===== config.mk =====
export PLATFORM = sky130hd
export DESIGN_NAME = uart_transmit_fsm
export DESIGN_NICKNAME = d
export VERILOG_FILES = /design/src/rtl/uart_pkg.sv /design/src/rtl/dff.sv /design/src/rtl/uart_transmit_shift.sv /design/src/rtl/uart_transmit_fsm.sv
export SDC_FILE = /design/constraint.sdc
export NUM_CORES = 1
export LEC_CHECK = 0
export BUFFER_PORTS_ARGS = -buffer_cell sky130_fd_sc_hd__buf_2
export CORE_ASPECT_RATIO = 0.7
export CORE_MARGIN = 2
export CORE_UTILIZATION = 35
export CTS_CLUSTER_DIAMETER = 120
export DETAILED_ROUTE_END_ITERATION = 10
export PLACE_DENSITY = 0.57
export SLEW_MARGIN = 20
export SYNTH_ARGS = -nofsm -noshare
export SYNTH_HDL_FRONTEND = slang
export SYNTH_SLANG_ARGS = --single-unit

===== constraint.sdc =====
create_clock -name pclk -period 1.6 [get_ports pclk]
set_clock_uncertainty 0.05 [all_clocks]
set_input_delay 0 -clock pclk [delete_from_list [all_inputs] [get_ports pclk]]
set_output_delay 0 -clock pclk [all_outputs]
set_load 0.05 [all_outputs]

===== src/rtl/uart_pkg.sv =====
// Shared UART definitions: transmit state encoding, oversampling ratio and
// line-control character-length helpers.
package uart_pkg;

    localparam int OVERSAMPLE = 16;

    localparam logic [1:0] WLS_5 = 2'b00;
    localparam logic [1:0] WLS_6 = 2'b01;
    localparam logic [1:0] WLS_7 = 2'b10;
    localparam logic [1:0] WLS_8 = 2'b11;

    typedef enum logic [2:0] {
        IDLE   = 3'd0,
        START  = 3'd1,
        DATA   = 3'd2,
        PARITY = 3'd3,
        STOP   = 3'd4
    } tx_state_e;

    // Character length in bits (5..8) for a line-control wls field.
    function automatic logic [3:0] char_len(input logic [1:0] wls);
        return 4'd5 + {2'b00, wls};
    endfunction

endpackage


===== src/rtl/dff.sv =====
// Generic synchronous-reset register used for FSM state storage.
module dff #(
    parameter int               WIDTH     = 1,
    parameter logic [WIDTH-1:0] RESET_VAL = '0
) (
    input  logic             i_clk,
    input  logic             i_rst,
    input  logic [WIDTH-1:0] i_d,
    output logic [WIDTH-1:0] o_q
);

    logic [WIDTH-1:0] r_q;

    always_ff @(posedge i_clk) begin
        if (i_rst) begin
            r_q <= RESET_VAL;
        end else begin
            r_q <= i_d;
        end
    end

    assign o_q = r_q;

endmodule


===== src/rtl/uart_transmit_shift.sv =====
// Transmit datapath: character shift register, data-bit counter and parity
// generator, all loaded together when the FSM accepts a character.
module uart_transmit_shift
    import uart_pkg::*;
#(
    parameter int DATA_WIDTH = 8
) (
    input  logic                  i_clk,
    input  logic                  i_rst,
    input  logic                  i_load,
    input  logic                  i_shift,
    input  logic [DATA_WIDTH-1:0] i_data,
    input  logic [1:0]            i_wls,
    input  logic                  i_eps,
    output logic                  o_bit0,
    output logic                  o_bit1,
    output logic                  o_last_bit,
    output logic                  o_parity
);

    logic [DATA_WIDTH-1:0] r_shreg;
    logic [2:0]            r_bit_cnt;
    logic [1:0]            r_wls;
    logic                  r_parity;
    logic                  w_xor;

    // Only the bits inside the selected character length feed parity.
    always_comb begin
        w_xor = 1'b0;
        for (int i = 0; i < DATA_WIDTH; i++) begin
            if (i < int'(char_len(i_wls))) begin
                w_xor = w_xor ^ i_data[i];
            end
        end
    end

    always_ff @(posedge i_clk) begin
        if (i_rst) begin
            r_shreg   <= '0;
            r_bit_cnt <= '0;
            r_wls     <= WLS_5;
            r_parity  <= 1'b0;
        end else if (i_load) begin
            r_shreg   <= i_data;
            r_bit_cnt <= '0;
            r_wls     <= i_wls;
            r_parity  <= i_eps ? w_xor : ~w_xor;
        end else if (i_shift) begin
            r_shreg   <= r_shreg >> 1;
            r_bit_cnt <= r_bit_cnt + 3'd1;
        end
    end

    assign o_bit0     = r_shreg[0];
    assign o_bit1     = r_shreg[1];
    assign o_last_bit = ({1'b0, r_bit_cnt} == (char_len(r_wls) - 4'd1));
    assign o_parity   = r_parity;

endmodule


===== src/rtl/uart_transmit_fsm.sv =====
// UART transmitter: accepts a character over valid/ready and serializes it as
// start, 5-8 data bits LSB first, optional parity and 1 or 2 stop bits.
module uart_transmit_fsm
    import uart_pkg::*;
#(
    parameter int OVERSAMPLE = 16,
    parameter int DATA_WIDTH = 8
) (
    input  logic                  pclk,
    input  logic                  preset,
    input  logic                  uttren,
    input  logic                  baud_tick,
    input  logic [1:0]            wls,
    input  logic                  pen,
    input  logic                  eps,
    input  logic                  stb,
    input  logic                  tx_valid,
    input  logic [DATA_WIDTH-1:0] tx_data,
    output logic                  tx_ready,
    output logic                  uart_txd,
    output logic                  tx_busy,
    output logic                  tx_done,
    output logic [2:0]            dbg_state
);

    localparam int CNT_W = $clog2(OVERSAMPLE);

    logic [2:0]       w_state_q;
    logic [2:0]       w_state_d;
    tx_state_e        w_state;
    tx_state_e        w_state_next;
    logic             w_accept;
    logic             w_bit_end;
    logic             w_shift;
    logic             w_bit0;
    logic             w_bit1;
    logic             w_last_bit;
    logic             w_parity;
    logic             w_stop_last;
    logic             w_txd_next;

    logic [CNT_W-1:0] r_tick_cnt;
    logic             r_pen;
    logic             r_stb;
    logic             r_stop_cnt;
    logic             r_txd;
    logic             r_done;

    // Handshake: a character transfers on any cycle where tx_valid and
    // tx_ready are both high; tx_ready depends only on state, uttren and
    // preset (never on tx_valid), and tx_data must be stable while valid.
    assign tx_ready  = (w_state == IDLE) && uttren && !preset;
    assign w_accept  = tx_valid && tx_ready;
    assign w_bit_end = baud_tick && (r_tick_cnt == CNT_W'(OVERSAMPLE - 1));
    assign w_shift   = uttren && (w_state == DATA) && w_bit_end;
    assign w_stop_last = w_bit_end && (!r_stb || r_stop_cnt);

    assign w_state   = tx_state_e'(w_state_q);
    assign w_state_d = w_state_next;

    dff #(
        .WIDTH     (3),
        .RESET_VAL (IDLE)
    ) u_state_ff (
        .i_clk (pclk),
        .i_rst (preset),
        .i_d   (w_state_d),
        .o_q   (w_state_q)
    );

    uart_transmit_shift #(
        .DATA_WIDTH (DATA_WIDTH)
    ) u_shift (
        .i_clk      (pclk),
        .i_rst      (preset),
        .i_load     (w_accept),
        .i_shift    (w_shift),
        .i_data     (tx_data),
        .i_wls      (wls),
        .i_eps      (eps),
        .o_bit0     (w_bit0),
        .o_bit1     (w_bit1),
        .o_last_bit (w_last_bit),
        .o_parity   (w_parity)
    );

    always_comb begin
        w_state_next = w_state;
        if (!uttren) begin
            w_state_next = IDLE;
        end else begin
            case (w_state)
                IDLE:    if (w_accept) w_state_next = START;
                START:   if (w_bit_end) w_state_next = DATA;
                DATA:    if (w_bit_end && w_last_bit) w_state_next = r_pen ? PARITY : STOP;
                PARITY:  if (w_bit_end) w_state_next = STOP;
                STOP:    if (w_stop_last) w_state_next = IDLE;
                default: w_state_next = IDLE;
            endcase
        end
    end

    // The line is registered, so it is driven from the state being entered.
    always_comb begin
        w_txd_next = 1'b1;
        case (w_state_next)
            START:   w_txd_next = 1'b0;
            DATA:    w_txd_next = w_shift ? w_bit1 : w_bit0;
            PARITY:  w_txd_next = w_parity;
            default: w_txd_next = 1'b1;
        endcase
    end

    always_ff @(posedge pclk) begin
        if (preset) begin
            r_tick_cnt <= '0;
            r_pen      <= 1'b0;
            r_stb      <= 1'b0;
            r_stop_cnt <= 1'b0;
            r_txd      <= 1'b1;
            r_done     <= 1'b0;
        end else begin
            r_txd  <= w_txd_next;
            r_done <= uttren && (w_state == STOP) && w_stop_last;

            if (w_accept || !uttren || (w_state == IDLE)) begin
                r_tick_cnt <= '0;
            end else if (baud_tick) begin
                r_tick_cnt <= w_bit_end ? '0 : r_tick_cnt + CNT_W'(1);
            end

            if (w_accept) begin
                r_pen      <= pen;
                r_stb      <= stb;
                r_stop_cnt <= 1'b0;
            end else if ((w_state == STOP) && w_bit_end) begin
                r_stop_cnt <= 1'b1;
            end
        end
    end

    assign uart_txd  = r_txd;
    assign tx_done   = r_done;
    assign tx_busy   = (w_state != IDLE);
    assign dbg_state = w_state_q;

endmodule


==> impl_metrics.py <==
metrics = {
    "power": {
        "finalPower_mw": 1.29,
        "p_per_area_nw_per_um2": 715,
        "leakage_nw": 0.709,
        "ir_drop_mv": 0.481,
    },
    "synth": {
        "synth_xor_area_frac": 0.0968,
        "synth-seq-cells": 26,
        "syn_avg_cell_area_um2": 8.50,
        "synth_top_family_by_area": "simple AND/OR/NAND/NOR gates",
        "seq_area_frac_synth": 0.411,
        "netlist_area_um2": 1270,
        "yosys_warnings": 0,
        "synth-compound-area-share": 0.164,
        "syn_inst": 149,
        "synth-simple-area-share": 0.253,
        "synth_cell_types": 36,
        "synthAdderAreaFrac": 0.0198,
        "synthesis.nets": 169,
        "synth.area.mux_share": 0.0247,
    },
    "cts": {
        "cts-root-buf": "clkbuf_8",
        "cts_buffers": 3,
        "clockBufferDepth": 2,
        "clock-sinks": 26,
        "clk_latency_ns": 0.27,
        "path_clk_slew_ns": 0.09,
        "h-tree-depth": 1,
        "cts_tree": "built",
    },
    "timing": {
        "finalHoldViolCount": 0,
        "slew-limit-headroom": 0.753,
        "worst-slew-pin-transition_ns": 0.369,
        "period_minus_slack_ns": 1.68,
        "setup_ws_ns": -0.0773,
        "post-route-period-util": 1.05,
        "fmax_mhz": 596,
        "drv_slew": 0,
        "setup_viol": 6,
        "grt_setup_unrepaired": "yes",
    },
    "run_status": {
        "violations": "setup timing",
        "status": "finished with violations",
    },
    "worst_setup_path": {
        "cp_cell_sequence": "ha_4, nand4_1, nor3b_2, o31ai_4, a211o_1, a211o_1",
        "critPathCaptureType": "register",
        "crit_slowest_cell": "dfxtp_2",
        "path_max_fanout": 4,
        "crit_top_cell": "a211o_1",
        "critPathLaunchType": "register",
        "critical-path-max-stage-delay_ns": 0.36,
        "criticalPathCategory": "reg2reg",
        "crit_required_ns": 1.72,
        "path_buf_inv": 0,
        "cpLargestDelayFamily": "compound AO/OA/AOI/OAI gates",
        "cp_data_arrival_time_ns": 1.79,
    },
    "worst_hold_path": {
        "hold_path_class": "in2reg",
    },
    "layout": {
        "drive_above_1_share": 0.317,
        "mostFrequentLayoutCell": "buf_2",
        "syn_to_final_growth_pct": 42.9,
        "final_cell_mix": "23 x buf_2, 22 x nand2_1, 21 x dfxtp_1",
        "nNetsFinal": 220,
        "finalInstanceArea_um2": 1810,
        "diodes": 0,
    },
    "detailed_routing": {
        "drt-vias-per-instance": 4.95,
        "wl_per_cell_um": 12.6,
        "num_vias": 1233,
        "drc": 0,
        "firstDrtPassIters": 4,
        "ant_nets": 0,
        "initialDrtViolationCount": 85,
        "wl_mm": 3.14,
    },
    "global_routing": {
        "grt-ovfl-total": 0,
        "grt_pass1_wl_mm": 5.02,
        "grtUsageTotal": 0.163,
        "grt_max_degree": 23,
        "antenna_found_initial": 0,
        "first_global_vias": 1103,
    },
    "floorplan": {
        "die_y_um": 54.3,
        "rows": 18,
        "design.core.area_um2": 3490,
        "die-area_um2": 4120,
        "io_pins": 25,
        "start_util": 0.363,
        "dieWidth_um": 75.9,
    },
    "placement": {
        "portBuffers": 24,
        "place_congestion": 0.854,
        "hpwl_mm": 2.35,
        "placed_area_um2": 1600,
        "dpl_worst_slack_ns": -0.132,
    },
    "job": {
        "maxCapViolCount": 0,
    },
}
-- power by group --
group	total (mW)	leakage [nW]	internal, mW	switching, mW
logic	0.198	0.467	0.0973	0.100
clock network	0.422	0.0288	0.220	0.202
registers	0.675	0.213	0.664	0.0114
-- what timing repair did --
| action | 4_1_cts | 5_1_grt |
|---|---|---|
| gates resized for setup | 4 | 6 |
| endpoints found under the setup margin | 7 | 17 |
| buffers inserted | 0 | 1 |
| hold endpoints to repair | 11 | 0 |
| hold buffers | 11 | 0 |
| pin swaps | 2 | 3 |
-- layer usage --
layer  wire [um]  global-route usage
met2        1370               0.253
met5           0                   0
met1        1640               0.227
met3         105              0.0442
met4          26              0.0351
-- registers in the layout, summed over array words and instances (netlist names) --
name / cells
r_tick_cnt: 4
u_shift.r_shreg: 8
uart_txd: 1
tx_done: 1
r_stb: 1
u_state_ff.o_q: 3
u_shift.r_bit_cnt: 3
u_shift.r_wls: 2
u_shift.o_parity: 1
r_pen: 1
r_stop_cnt: 1
-- cell usage after synthesis --
library cell | number | area share
a211o_1 | 2 | 0.014
a211oi_1 | 1 | 0.0059
a21oi_1 | 10 | 0.040
a22oi_1 | 5 | 0.030
a2bb2oi_1 | 1 | 0.0069
a311oi_1 | 3 | 0.021
a31oi_1 | 3 | 0.015
and2_1 | 3 | 0.015
and4_1 | 1 | 0.0069
and4_4 | 1 | 0.0089
and4b_1 | 2 | 0.016
buf_2 | 1 | 0.0039
buf_4 | 2 | 0.012
clkbuf_1 | 3 | 0.0089
dfxtp_1 | 26 | 0.41
ha_1 | 2 | 0.020
inv_1 | 2 | 0.0059
mux2_2 | 1 | 0.0089
mux2i_1 | 2 | 0.016
nand2_1 | 23 | 0.068
nand2b_1 | 3 | 0.015
nand3_1 | 2 | 0.0079
nand4_1 | 2 | 0.0099
nor2_1 | 15 | 0.044
nor2b_1 | 3 | 0.015
nor3_1 | 6 | 0.024
nor3b_1 | 1 | 0.0059
nor4b_1 | 1 | 0.0069
o2111ai_1 | 1 | 0.0069
o21ai_0 | 1 | 0.0039
o21ai_1 | 1 | 0.0039
o21bai_1 | 1 | 0.0059
o31ai_1 | 2 | 0.012
or3_1 | 2 | 0.0099
xnor2_1 | 10 | 0.069
xor2_1 | 4 | 0.028
-- metrics by stage --
stage	setup TNS (ns)	util	hold slack (ns)	std cells
after floorplan	-0.0352	-	0.0860	149
after global placement	-0.0945	0.457	0.194	233
after detailed placement	-0.361	0.457	0.201	233
after CTS	-0.254	0.510	0.00569	248
after global routing	-1.19	0.518	0.0468	249
final	-0.190	0.518	0.0154	249
-- cell families after synthesis --
group	count (synthesis)
AOI/OAI and AO/OA	31
DFF	26
buffers and inverters	8
and+or+nand+nor	65
adders and majority gates	2
xor gates and xnor gates	14
muxes	3
-- layout make-up --
| cell class | instances | area, um^2 |
|---|---|---|
| inverters | 2 | 7.51 |
| clock buffers | 4 | 55.1 |
| fillers | 345 | 1680 |
| repair buffers | 52 | 380 |
| multi-input cells | 115 | 777 |
| flip-flops and latches | 26 | 527 |
| well taps | 50 | 62.6 |
-- worst register-to-register path, delay by kind of cell (launching register included) --
family,cells,cell delay (ns)
DFF,1,0.36
and+or+nand+nor,2,0.40
AOI/OAI and AO/OA,3,0.62
adders and majority gates,1,0.14
-- final timing paths --
kind,start,endpoint,slack (ns),depth (start not counted)
worst max-delay path,r_tick_cnt[0],uart_txd,-0.08,6
worst min-delay path,tx_data[5],u_shift.r_shreg[5],0.02,3
worst min register to register,u_shift.r_shreg[3],u_shift.r_shreg[3],0.41,2
worst max register to register,r_tick_cnt[0],uart_txd,-0.08,6
Power figures use the tool's default switching activity.
